## src/rtl/mips_pkg.sv

```systemverilog
// Shared widths and control-bundle bit positions for the MIPS pipeline slice.
package mips_pkg;

  localparam int DATA_W = 32;
  localparam int REG_AW = 5;
  localparam int CTRL_W = 8;

  localparam int REGWRITE = 0;
  localparam int MEMREAD  = 1;
  localparam int MEMWRITE = 2;
  localparam int MEMTOREG = 3;
  localparam int ALUSRC   = 4;
  localparam int REGDST   = 5;
  localparam int BRANCH   = 6;
  localparam int JUMP     = 7;

endpackage

```

## src/rtl/hazard_detect.sv

```systemverilog
// Combinational load-use hazard check between the decode slot and the load sitting in execute.
module hazard_detect #(
  parameter int REG_AW = mips_pkg::REG_AW
) (
  input  logic              ex_valid_i,
  input  logic              ex_memread_i,
  input  logic [REG_AW-1:0] ex_rt_i,
  input  logic              id_valid_i,
  input  logic [REG_AW-1:0] id_rs_i,
  input  logic [REG_AW-1:0] id_rt_i,
  input  logic              id_rs_used_i,
  input  logic              id_rt_used_i,
  output logic              hazard_o
);

  logic rs_match;
  logic rt_match;

  assign rs_match = id_rs_used_i && (id_rs_i == ex_rt_i);
  assign rt_match = id_rt_used_i && (id_rt_i == ex_rt_i);

  // $zero is never a real dependency, and an empty decode slot cannot stall anything.
  assign hazard_o = ex_valid_i && ex_memread_i && (ex_rt_i != '0) && id_valid_i &&
                    (rs_match || rt_match);

endmodule

```

## src/rtl/id_ex_stage.sv

```systemverilog
// ID/EX pipeline register with load-use bubble insertion, flush, stall and a bubble counter.
// Optional write-back bypass into the captured operands: define ID_EX_WB_BYPASS_EN.
module id_ex_stage #(
  parameter int DATA_W = mips_pkg::DATA_W,
  parameter int REG_AW = mips_pkg::REG_AW,
  parameter int CTRL_W = mips_pkg::CTRL_W
) (
  input  logic              clk,
  input  logic              rst_n,
  input  logic              id_valid,
  input  logic [DATA_W-1:0] id_pc,
  input  logic [REG_AW-1:0] id_rs,
  input  logic [REG_AW-1:0] id_rt,
  input  logic [REG_AW-1:0] id_rd,
  input  logic              id_rs_used,
  input  logic              id_rt_used,
  input  logic [DATA_W-1:0] id_imm,
  input  logic [DATA_W-1:0] id_rd1,
  input  logic [DATA_W-1:0] id_rd2,
  input  logic [CTRL_W-1:0] id_ctrl,
  input  logic              wb_regwrite,
  input  logic [REG_AW-1:0] wb_reg,
  input  logic [DATA_W-1:0] wb_data,
  input  logic              flush,
  input  logic              ex_stall,
  output logic              ex_valid,
  output logic [DATA_W-1:0] ex_pc,
  output logic [REG_AW-1:0] ex_rs,
  output logic [REG_AW-1:0] ex_rt,
  output logic [REG_AW-1:0] ex_rd,
  output logic [DATA_W-1:0] ex_imm,
  output logic [DATA_W-1:0] ex_rd1,
  output logic [DATA_W-1:0] ex_rd2,
  output logic [CTRL_W-1:0] ex_ctrl,
  output logic              id_hold,
  output logic [15:0]       bubble_cnt
);
  import mips_pkg::*;

  function automatic logic [15:0] sat_inc16(input logic [15:0] v);
    return (v == 16'hFFFF) ? v : v + 16'd1;
  endfunction

  logic              valid_q, valid_d;
  logic [DATA_W-1:0] pc_q, pc_d, imm_q, imm_d, rd1_q, rd1_d, rd2_q, rd2_d;
  logic [REG_AW-1:0] rs_q, rs_d, rt_q, rt_d, rd_q, rd_d;
  logic [CTRL_W-1:0] ctrl_q, ctrl_d;
  logic [15:0]       cnt_q, cnt_d;
  logic              hazard;
  logic [DATA_W-1:0] opnd1, opnd2;

  hazard_detect #(.REG_AW(REG_AW)) u_hazard (
    .ex_valid_i   (valid_q),
    .ex_memread_i (ctrl_q[MEMREAD]),
    .ex_rt_i      (rt_q),
    .id_valid_i   (id_valid),
    .id_rs_i      (id_rs),
    .id_rt_i      (id_rt),
    .id_rs_used_i (id_rs_used),
    .id_rt_used_i (id_rt_used),
    .hazard_o     (hazard)
  );

`ifdef ID_EX_WB_BYPASS_EN
  // The register file is written this same cycle, so its read ports still show the old value.
  assign opnd1 = (wb_regwrite && (wb_reg != '0) && (wb_reg == id_rs)) ? wb_data : id_rd1;
  assign opnd2 = (wb_regwrite && (wb_reg != '0) && (wb_reg == id_rt)) ? wb_data : id_rd2;
`else
  logic unused_wb;
  assign unused_wb = ^{wb_regwrite, wb_reg, wb_data};
  assign opnd1     = id_rd1;
  assign opnd2     = id_rd2;
`endif

  assign id_hold = !flush && (hazard || ex_stall);

  always_comb begin
    valid_d = valid_q;
    pc_d    = pc_q;
    rs_d    = rs_q;
    rt_d    = rt_q;
    rd_d    = rd_q;
    imm_d   = imm_q;
    rd1_d   = rd1_q;
    rd2_d   = rd2_q;
    ctrl_d  = ctrl_q;
    cnt_d   = cnt_q;
    if (flush) begin
      valid_d = 1'b0;
      ctrl_d  = '0;
    end else if (!ex_stall) begin
      if (hazard) begin
        valid_d = 1'b0;
        ctrl_d  = '0;
        cnt_d   = sat_inc16(cnt_q);
      end else begin
        valid_d = id_valid;
        pc_d    = id_pc;
        rs_d    = id_rs;
        rt_d    = id_rt;
        rd_d    = id_rd;
        imm_d   = id_imm;
        rd1_d   = opnd1;
        rd2_d   = opnd2;
        ctrl_d  = id_ctrl;
      end
    end
  end

  always_ff @(posedge clk or negedge rst_n) begin
    if (!rst_n) begin
      valid_q <= 1'b0;
      pc_q    <= '0;
      rs_q    <= '0;
      rt_q    <= '0;
      rd_q    <= '0;
      imm_q   <= '0;
      rd1_q   <= '0;
      rd2_q   <= '0;
      ctrl_q  <= '0;
      cnt_q   <= '0;
    end else begin
      valid_q <= valid_d;
      pc_q    <= pc_d;
      rs_q    <= rs_d;
      rt_q    <= rt_d;
      rd_q    <= rd_d;
      imm_q   <= imm_d;
      rd1_q   <= rd1_d;
      rd2_q   <= rd2_d;
      ctrl_q  <= ctrl_d;
      cnt_q   <= cnt_d;
    end
  end

  assign ex_valid   = valid_q;
  assign ex_pc      = pc_q;
  assign ex_rs      = rs_q;
  assign ex_rt      = rt_q;
  assign ex_rd      = rd_q;
  assign ex_imm     = imm_q;
  assign ex_rd1     = rd1_q;
  assign ex_rd2     = rd2_q;
  assign ex_ctrl    = ctrl_q;
  assign bubble_cnt = cnt_q;

endmodule

```

## config.mk

```make
export PLATFORM = sky130hd
export DESIGN_NAME = id_ex_stage
export DESIGN_NICKNAME = d
export VERILOG_FILES = /design/src/rtl/mips_pkg.sv /design/src/rtl/hazard_detect.sv /design/src/rtl/id_ex_stage.sv
export SDC_FILE = /design/constraint.sdc
export NUM_CORES = 1
export LEC_CHECK = 0
export ABC_AREA = 1
export CAP_MARGIN = 20
export CORE_AREA = 2 2 141 143
export CTS_CLUSTER_SIZE = 10
export DETAILED_ROUTE_END_ITERATION = 10
export DIE_AREA = 0 0 143 145
export PLACE_DENSITY = 0.76
export SKIP_LAST_GASP = 1
export SLEW_MARGIN = 20
export SYNTH_ARGS = -nofsm -noshare
export SYNTH_HDL_FRONTEND = slang
export SYNTH_SLANG_ARGS = --single-unit
```

## constraint.sdc

```tcl
create_clock -name clk -period 1.9 [get_ports clk]
set_input_delay 0.38 -clock clk [delete_from_list [all_inputs] [get_ports clk]]
set_output_delay 0.38 -clock clk [all_outputs]
set_load 0.01 [all_outputs]
```

### Word level (Yosys, flattened, before mapping)

Cells that the tools add are included.

* $add $sub $neg: 1
* equality and inequality tests: 4
* muxes and demuxes: 6
* bitwise logic cells: 4
* reduce and logical (&&, ||, !) cells: 13

Operator list (number)
* 2-to-1 mux 8 bit: 3
* adder 16 x 1 -> 16 bit, second input constant: 1
* == test 16 bit, second input constant: 1
* == test 5 bit: 2
* logical AND 1 bit: 7
* nonzero test 5 bit: 1
* NOT 1 bit: 4
* AND reduction 4 bit: 1
* 2-to-1 mux 1 bit: 3
* AND reduction 3 bit: 1
* logical OR 1 bit: 2
* != test 2 bit, second input constant: 1
* logical NOT 1 bit: 1

* bits in registers: 168
* input port bits: 196
* output and inout bits: 169

### Logic depth before layout (Yosys ltp)

* word-level depth: 7
* gate-level depth with buffers: 12
* mapped depth without buffers: 10

### Modules after synthesis

From an unflattened synthesis, not the netlist that was laid out.

* cells, all modules: 549
* area total of the unflattened synthesis: 7148.1 µm²

Modules (own cells, without submodules)
* id_ex_stage: instances 1, cells each 493, area each 6922.9 µm², sequential area each 4204.0 µm²
* hazard_detect: instances 1, cells each 56, area each 225.2 µm², sequential area each 0.0 µm²

### Worst setup path before layout

No wires, ideal clock.

* kind: reg2reg
* from: register cnt_q[0] (netlist: bubble_cnt[0])
* to: register cnt_q[13] (netlist: bubble_cnt[13])
* library setup time: 0.116 ns
* data arrival time: 1.591 ns
* required time: 1.784 ns
* path slack: 0.193 ns
* cell stages (with the launch flop): 11
* path buffers: 1
* period minus slack after synthesis: 1.707 ns
* path through: dfrtp_1 ha_1 inv_1 nor2_1 nand2_1 nor2_1 nor2_1 nand4_1 buf_4 nand2_1 nand2_1

* cells in the longest elaborated chain, start to end: 3
* elaborated cells on any way between the ends: 4

RTL lines
* start: declaration: RTL line id_ex_stage.sv:48 `logic [15:0] cnt_q, cnt_d;`
* start signal: assignment: RTL line id_ex_stage.sv:132 `cnt_q <= cnt_d;`
* branches (longest 3 deep; another with adder 16 x 1 -> 16 bit)

Parallel ways; which one is timed is not known.
A chain may end at the register's enable or synchronous reset.

### Final worst setup path

* from: input id_rs[0]
* to: output id_hold

* cells in the longest elaborated chain, start to end: 6

RTL lines
* start: declaration: RTL line id_ex_stage.sv:12 `input logic [REG_AW-1:0] id_rs,`
* == test 5 bit: RTL line hazard_detect.sv:19 `assign rs_match = id_rs_used_i && (id_rs_i == ex_rt_i);`
* logical AND 1 bit: RTL line hazard_detect.sv:19
* logical OR 1 bit: RTL line hazard_detect.sv:24 `(rs_match || rt_match);`
* logical AND 1 bit: RTL line hazard_detect.sv:23 `assign hazard_o = ex_valid_i && ex_memread_i && (ex_rt_i != '0) && id_valid_i &&`
* logical OR 1 bit: RTL line id_ex_stage.sv:75 `assign id_hold = !flush && (hazard || ex_stall);`
* logical AND 1 bit: RTL line id_ex_stage.sv:75
* end: declaration: RTL line id_ex_stage.sv:35 `output logic id_hold,`

No other way between the ends.

==> reports/qor.yml <==
status: "complete, but fails checks"
violations: "negative setup slack"
die_width_um: 143
muxShareOfSynthArea: 0
cts_max_level: 4
setup_viol: 1
path_class: "in2out"
critPathCapture: "id_hold"
clk_latency_ns: 0.42
peakVddDrop_mv: 0.6083
worstPathRequired_ns: 1.52
yosysWarnings: 0
grt_pass1_vias: 6773
reg2regPathDepth: 10
ant_nets: 0
synth_compound_area_frac: 0.007680
p_per_area_nw_per_um2: 831.5
overflow: 0
die_area_um2: 20740
fp.dieH_um: 145
viasPerCell: 4.748
r2r-end: "ex_rd2[3]"
final_area_um2: 11820
p_leak_uw: 0.005743
wl_met3_um: 1970
syn_inst: 845
drt_wl_total_um: 23290
fp.coreArea_um2: 19210
clk_pin_slew_ns: 0.06
drc: 0
synth_edf_count: 0
ys.flop_type: "dfrtp_1"
clockBufferDepth: 2
cts.sinks: 168
cts_root_buf: "clkbuf_16"
ys_seq_elements: 168
cts_tree: "yes"
hold_violations: 0
dr_wl_met2_um: 11480
syn_to_final_growth_pct: 64.86
max_slew.worst_pin.slew_ns: 0.4577
fin_cells: 1469
slew_viol_final: 0
vias: 6975
fin_nets: 1388
maxCapViolations: 0
holdWs_ns: 0.4699
setup_slack_ns: -0.1088
grt_usage: 0.2174
ys_seq_area_frac: 0.5865
synth.avg_cell_area_um2: 8.483
critPathCaptureType: "output pin"
start_kind: "input port"
yosysTopAreaCellShare: 0.5865
highest_layer: "met5"
drive_gt1_frac: 0.08389
hold_start: "ex_imm[21]"
place_congestion: 0.8149
drt-met1-wl_um: 9241
min_path_type: "reg2reg"
syn-cell-area_um2: 7168
skew_ns: 0.01090
io_buffer_count: 326
synth.net_count: 1042
synthXorXnorAreaFrac: 0.01711
reg2reg_from: "ex_rt[1]"
synth-simple-area-share: 0.3336
synth_top_cells_by_count: "380 x nand2_1, 168 x dfrtp_1, 162 x nand3_1"
grt_pass1_wl_um: 35540
ios: 365
synth_top_family_by_area: "simple AND/OR/NAND/NOR gates"
finish.utilization: 0.6153
yosys-top-cells-area: "dfrtp_1 59%, nand2_1 20%, nand3_1 11%, buf_2 1.3%, buf_6 1.3%"
dp_hpwl_um: 16290
netlist-cell-type-count: 22
fin_crit_ns: 2.009
relSlewSlack: 0.6948
yosys.area.top_type: "dfrtp_1"
num_antenna_cells: 0
first_pass_iters: 5
dp.cells: 1426
startpoint: "id_rs[0]"
cts_buffers: 17
rsz0062_at_grt: "true"
initial_core_util: 0.3732
cp_max_fo: 2
regToRegSetupSlack_ns: 0.14
finalCritPeriodShare: 1.057
wl_per_cell_um: 15.86
grt_max_degree: 84
async_flop_share: 1.000
synth_fa_ha_area_frac: 0.001746
fmax_ghz: 0.4978
first_iter_violations: 356
worstPathArrival_ns: 1.63
num_rows: 51
antenna_found_initial: 1
yosysMostFrequentCell: "nand2_1"
placed_cell_area_um2: 10980
[stage by stage]
stage / worst slack, ns / TNS (ns) / total power [µW]
3_3_place_gp: -0.5619 / -44.79 / 6333
3_5_place_dp: -0.5900 / -48.99 / 6375
5_1_grt: -0.1966 / -0.1966 / 10310
6_report: -0.1088 / -0.1088 / 9827
2_1_floorplan: 0.1927 / 0 / 4921
4_1_cts: -0.1535 / -0.1535 / 9911
[flip-flops by register name, summed over array words and instances (netlist names)]
register,cells
ex_pc,32
ex_rt,5
ex_valid,1
ex_rd,5
bubble_cnt,16
ex_rd2,32
ex_imm,32
ex_rd1,32
ex_rs,5
ex_ctrl,8
[area by class of cell]
class | count | area, µm²
clock buffer | 20 | 446.7
clock inverter | 12 | 142.6
fill | 1637 | 7390
inverter | 27 | 101.3
multi-input combinational | 600 | 2651
sequential | 168 | 4207
tap | 265 | 331.6
timing repair buffer | 377 | 3938
[where the power goes]
group	leakage, µW	switching, µW	internal [µW]
clock network	0.000279	1500	1990
logic	0.00335	921	1210
registers	0.00211	231	3970
total	0.00574	2650	7180
[metal layers]
metal  vias to the layer above  global-route usage
met2                       265              0.3541
met1                      3290              0.2641
li1                       3371                   -
met5                         -                   0
met4                         2             0.08614
met3                        47             0.07360
[logic make-up after synthesis]
| kind of cell | count (synthesis) |
|---|---|
| AOI/OAI and AO/OA | 11 |
| xor gates and xnor gates | 14 |
| adders and majority gates | 1 |
| buffers and inverters | 78 |
| DFF | 168 |
| and+or+nand+nor | 573 |
[how the worst min path moves through the flow]
| stage | endpoint | slack (ns) | cells after the start |
|---|---|---|---|
| 2_1_floorplan | bubble_cnt[0] | 0.08 | 0 |
| 3_3_place_gp | ex_rd2[20] | 0.33 | 1 |
| 3_5_place_dp | ex_rd2[20] | 0.33 | 1 |
| 4_1_cts | ex_rd2[20] | 0.44 | 2 |
| 5_1_grt | ex_rd2[20] | 0.48 | 2 |
| 6_report | ex_imm[21] | 0.47 | 2 |
[critical path, stage by stage]
cell and delay (ns):
clkdlybuf4s50_1 0.50, inv_1 0.07, nand2_1 0.05, nand2_1 0.06, nor2_1 0.10, nand3_1 0.09
nand2_2 0.11, nand3_2 0.08, nand2_2 0.08, buf_6 0.10
[timing repair]
item | 4_1_cts | 5_1_grt
resized for setup | 10 | 20
pin swaps | 2 | 7
endpoints found under the hold margin | 39 | 0
cloned | 0 | 6
hold buffers | 1 | 0
buffers inserted | 1 | 4
endpoints found under the setup margin | 5 | 101
[layout by cell type, fill, tap and decap left out, drive strengths merged]
| cell | netlist | routed |
|---|---|---|
| clkbuf | 11 | 25 |
| inv | 27 | 30 |
| dlygate4sd2 | 0 | 4 |
| nor2 | 21 | 21 |
| o21ai | 11 | 11 |
| bufinv | 0 | 2 |
| clkinvlp | 0 | 3 |
| xnor2 | 5 | 5 |
| xor2 | 9 | 9 |
| dfrtp | 168 | 168 |
| dlymetal6s2s | 0 | 1 |
| clkdlybuf4s50 | 0 | 319 |
| clkinv | 0 | 4 |
| nand3b | 2 | 2 |
| dlygate4sd3 | 0 | 1 |
| nand3 | 162 | 162 |
| nand2 | 382 | 383 |
| ha | 1 | 1 |
| nor3 | 4 | 4 |
| nand4 | 2 | 2 |
| buf | 40 | 47 |
Note: power is estimated with default switching activity, not from simulation.
